$ cat src/rtl/stream_demux1_to_4.sv
// Registered 1-to-4 valid/ready stream demultiplexer; each output has a one-entry holding register.
// Define DEMUX_CNT_EN to add per-output accepted-beat counters (cnt_clr / cnt ports).
module stream_demux1_to_4 #(
  parameter int DW = 8
) (
  input  logic            clk,
  input  logic            rst_n,
  input  logic            s_valid,
  output logic            s_ready,
  input  logic [1:0]      s_sel,
  input  logic [DW-1:0]   s_data,
  output logic [3:0]      m_valid,
  input  logic [3:0]      m_ready,
  output logic [4*DW-1:0] m_data
`ifdef DEMUX_CNT_EN
  ,
  input  logic            cnt_clr,
  output logic [63:0]     cnt
`endif
);

  logic [3:0] w_free;
  logic [3:0] w_load;
  logic       w_accept;

  // Ready depends only on the addressed output, never on s_valid.
  assign s_ready  = w_free[s_sel];
  assign w_accept = s_valid & s_ready;

  generate
    for (genvar gi = 0; gi < 4; gi++) begin : g_out
      logic          r_valid;
      logic [DW-1:0] r_data;

      assign w_free[gi] = ~r_valid | m_ready[gi];
      assign w_load[gi] = w_accept & (s_sel == 2'(gi));

      // Load wins over drain, so a draining slot is refilled on the same edge.
      always_ff @(posedge clk or negedge rst_n) begin
        if (!rst_n) begin
          r_valid <= 1'b0;
          r_data  <= '0;
        end else if (w_load[gi]) begin
          r_valid <= 1'b1;
          r_data  <= s_data;
        end else if (m_ready[gi]) begin
          r_valid <= 1'b0;
        end
      end

      assign m_valid[gi]          = r_valid;
      assign m_data[gi*DW +: DW]  = r_data;

`ifdef DEMUX_CNT_EN
      logic [15:0] r_cnt;

      always_ff @(posedge clk or negedge rst_n) begin
        if (!rst_n) begin
          r_cnt <= '0;
        end else if (cnt_clr) begin
          r_cnt <= '0;
        end else if (w_load[gi]) begin
          r_cnt <= r_cnt + 16'd1;
        end
      end

      assign cnt[gi*16 +: 16] = r_cnt;
`endif
    end
  endgenerate

endmodule

$ cat config.mk
export PLATFORM = sky130hd
export DESIGN_NAME = stream_demux1_to_4
export DESIGN_NICKNAME = d
export VERILOG_FILES = /design/src/rtl/stream_demux1_to_4.sv
export SDC_FILE = /design/constraint.sdc
export NUM_CORES = 1
export LEC_CHECK = 0
export CAP_MARGIN = 20
export CORE_ASPECT_RATIO = 0.75
export CORE_MARGIN = 2
export CORE_UTILIZATION = 46
export CTS_CLUSTER_DIAMETER = 80
export DETAILED_ROUTE_END_ITERATION = 12
export GPL_ROUTABILITY_DRIVEN = 0
export PLACE_DENSITY = 0.83
export SKIP_CTS_REPAIR_TIMING = 1
export SYNTH_ARGS = -nofsm -noshare
export SYNTH_HDL_FRONTEND = slang
export SYNTH_SLANG_ARGS = --single-unit
$ cat constraint.sdc
create_clock -name clk -period 2.1 [get_ports clk]
set_input_delay 0.21 -clock clk [delete_from_list [all_inputs] [get_ports clk]]
set_output_delay 0.21 -clock clk [all_outputs]
set_load 0.02 [all_outputs]
# Word-level counts from Yosys, hierarchy flattened
# Cells that the tools add are included.
# Widths: inputs -> output; s select.
# word_totals
ff_bits	36
inputBits	17
word_cells	40
# classes
n_lt_le_gt_ge	1
eq_ne	3
mux	10
bitwise_logic	13
n_reduce_logical	5
# op_table
operator	n
$mux 1	9
$reduce_bool 2->1	4
$and 1x1->1	5
$eq 2x2->1 const B	2
$not 1->1	4
$or 1x1->1	4
$lt 2x3->1 const B	1
$bmux 1 s2	1
$eq 2x1->1 const B	1
$logic_not 2->1	1

# Longest topological paths before layout
# logic_depth
ltp_word	7
mapped_depth	5

# Worst setup path after synthesis
# OpenSTA, ideal clock, no wires.
# synth_path
kind	register -> register
from	register g_out[1].r_valid
to	register g_out[1].r_data[0]
t_arrival_ps	1145
t_required_ps	1975
setup_slack_ps	830
path_stages_with_launch	4
path_buffers	0
path_cell_list	dfrtp_1 -> nand2b_1 -> nor3b_4 -> mux2_2
# synth_between
elab_chain_cells	6
# synth_lines
item	line	source
start: declaration	32	logic r_valid;
start signal: assignment	41	r_valid <= 1'b0;
start signal: assignment	44	r_valid <= 1'b1;
start signal: assignment	47	r_valid <= 1'b0;
$not 1->1	35	assign w_free[gi] = ~r_valid | m_ready[gi];
$or 1x1->1	35	
$bmux 1 s2	27	assign s_ready = w_free[s_sel];
$mux 1 (not written as such)	27	
$and 1x1->1	28	assign w_accept = s_valid & s_ready;
$and 1x1->1	36	assign w_load[gi] = w_accept & (s_sel == 2'(gi));
end signal: assignment	45	r_data <= s_data;
end: declaration	33	logic [DW-1:0] r_data;
# Every way passes these cells. The select of a mux whose other input is x is not followed.
# A chain may end at the register's enable or synchronous reset.

# Final worst setup path
# layout_path
from	input m_ready[0]
to	output s_ready
# layout_between
elab_chain_cells	3
# layout_lines
item	line	source
start: declaration	13	input logic [3:0] m_ready,
$or 1x1->1	35	
$bmux 1 s2	27	
$mux 1 (not written as such)	27	
end: declaration	9	output logic s_ready,
# Every way passes these cells. The select of a mux whose other input is x is not followed.

==> results.md <==
* Per-cell routed wire length at 15.50 µm
* Fin. Hold Viols at 0
* Ports at 54
* Syn nets at 109
* Worst Setup SP: m_ready[0]
* Crit path top cell by count: clkdlybuf4s50_1
* Worst slew margin at between 70% and 80%
* WP data arrival at about 1800 ps
* GR Overflow Total at 0
* Filler cell count at 203
* Root buffer cell: clkbuf_8
* Clk network pwr share at roughly a quarter
* Area of the multi-input gates at about 490 µm²
* Slew at the pin with the worst max-slew slack at 436.7 ps
* # diodes at 0
* Clk Latency, worst-skew pair at between 200 and 300 ps
* Ys Warns at 0
* CTS Buffer Depth at 2
* GRT Total Usage at between 10% and 20%
* Hold slack at approximately 350 ps
* RSZ-0062 raised after global routing: false
* Register bit total from synthesis at 36
* NumNets Final at 166
* Overall routed net length at 2.914 mm
* Sequential share of the synthesized area at between 60% and 70%
* Met3 usage at under 10%
* Final setup viols at 0
* Synth Area in Compound Gates at less than 1%
* Fmax at between 400 and 500 MHz
* Post-DP HPWL at approximately 2.1 mm
* Std cell rows at 17
* Main combinational cell family by area after synthesis: multiplexers
* First drt pass iteration count at 4
* Final Max Slew Viols at 0
* Critical path type: in2out
* Initial core utilization at 48.41%
* Slowest cell on crit path: clkdlybuf4s50_1
* Reg2reg start: g_out[2].r_valid$_DFFE_PN0P_
* Status: complete, no violations
* Cell Chain, Critical Path: clkdlybuf4s50_1 > nand2b_1 > mux4_2 > clkdlybuf4s50_1
* Tightest Hold Check Type: in2async
* Core area at 2957 µm²
* Full die area at around 3600 µm²
* CTS tree: built
* Post-synthesis mux area share at around a quarter
* Commonest non-fill, non-tap cell in the layout: clkdlybuf4s50_1
* Clk slew on worst S/H paths at approximately 70 ps
* Pwr Density at 989.8 nW/µm²
* Die W at ~68 µm
* CP max FO at 3
* PortBufs at between 50 and 60
* Clock sink count at 36
* Final core occ at 70.50%
* Int Power at 1466 µW
* # DRC at 0
* Fraction of layout cells with a size suffix above 1 at between 30% and 40%
* P_leak at 0.0008806 µW
* Net Sw Frac at around 29%
* Vias per cell at just under 5
* GRT busiest layer: met2
* CTS Buf Count at 5
* Setup_tns at 0 ps
* Period minus WS final at ~2000 ps
* Post-synthesis cell type count at 13
* Max Cap Viol at 0
* CP Capture Type: primary output
* Post-synthesis xor/xnor area fraction at 0%
* Via count of the routed design at 915
* Post-Syn Area at about 1400 µm²
* Sequential power share at between 40% and 50%
* Die Y at about 52 µm
* Switching Power at around 600 µW
* VDD IR max at a little over 0.6 mV
* Met2 Track Usage GR at 26.12%
* Comb power frac at between 30% and 40%
* Most frequent cells in the layout: 53 x clkdlybuf4s50_1, 36 x dfrtp_1, 32 x mux2_2
* Met1 Use GR at approximately 25%
* Pin count of the biggest net entering global routing at 37
* Number of routed nets with antenna violations at 0
* Register area at around 900 µm²
* Initial antenna violation count at 0
* DR iter-0 viols at 39
* Synth Area in Adders at 0%
* Syn Inst Count at about 90
* Post-Synth Simple-Gate Area at ~6.8%
* Worst Setup Start Kind: primary input
* H-tree levels at 2
* Vias in the first global route at around 850
* Global-route wire length before repair at about 4.4 mm
* Layout Skew at about 6.8 ps
* Area Overhead vs Synth at 45.63%
* CP peak stage delay at between 500 and 600 ps
* Worst Path Required at around 1900 ps
* Mean area per synthesized cell at between 15 and 20 µm²
* Fin crit share at a little over nine tenths
## final timing paths
path | endpoint | slack, ps | depth (start not counted)
setup / recovery | s_ready | 80 | 4
hold / removal | g_out[2].r_data[2]$_DFFE_PN0P_ | 350 | 2
setup reg to reg | g_out[2].r_data[5]$_DFFE_PN0P_ | 660 | 3
hold reg to reg | g_out[0].r_data[7]$_DFFE_PN0P_ | 500 | 1
max in group asynchronous | g_out[1].r_data[3]$_DFFE_PN0P_ | 1440 | 2
min in group clk | g_out[0].r_data[7]$_DFFE_PN0P_ | 500 | 1
## power by group through the flow
stage | Clock [µW] | Sequential (µW) | Combinational (µW)
floorplan | 0 | 1070 | 163
global placement | 0 | 909 | 668
detailed placement | 0 | 915 | 679
CTS | 503 | 905 | 682
global route | 551 | 920 | 709
finish | 485 | 904 | 674
## per-layer routing
metal | share of wire, % | wire [µm] | up-vias
li1 | - | - | 429
met1 | 47 | 1369 | 441
met2 | 44 | 1271 | 43
met3 | 9.0 | 263 | 2
met4 | 0.34 | 10 | 0
met5 | 0 | 0 | -
## critical path: cells and delay by family
kind          cells  cell delay, ps
buf+inv           2             940
simple gates      1             180
mux               1             470
## through the flow
stage / instances / instance area [µm²] / power [µW] / setup slack, ps
finish: 188 / 2085 / 2063 / 82.99
floorplan: 92 / 1431 / 1234 / 829.9
global placement: 180 / 1994 / 1577 / 112.0
CTS: 188 / 2085 / 2090 / 72.11
global route: 188 / 2085 / 2179 / 44.08
detailed placement: 180 / 1994 / 1593 / 78.57
## Yosys cell counts
cell | number | area (µm²)
buf_2 | 3 | 15.01
dfrtp_1 | 36 | 900.9
buf_4 | 4 | 30.03
mux4_2 | 1 | 22.52
nor3b_4 | 1 | 18.77
and3_1 | 1 | 6.260
nand2_1 | 5 | 18.77
mux2_2 | 32 | 360.4
nand2b_1 | 4 | 25.02
nand3b_2 | 1 | 11.26
nor2b_1 | 2 | 12.51
nand3_1 | 1 | 5.000
o21ai_0 | 1 | 5.000
## final cells by class
class                   count  share of cell area [%]
clock buffers               8                   4.322
flip-flops and latches     36                   43.22
well taps                  38                   2.281
multi-input cells          49                   23.29
repair buffers             57                   26.89
## cell families (layout without fill, tap and decap cells)
family          count (synthesis)  count (layout)
compound gates                  1               1
buf+inv                         7              65
flops                          36              36
mux                            33              33
simple gates                   15              15
## sequential cells by signal (all words and copies together) (netlist names)
signal,count
g_out.r_data,32
g_out.r_valid,4
Power figures use the tool's default switching activity.
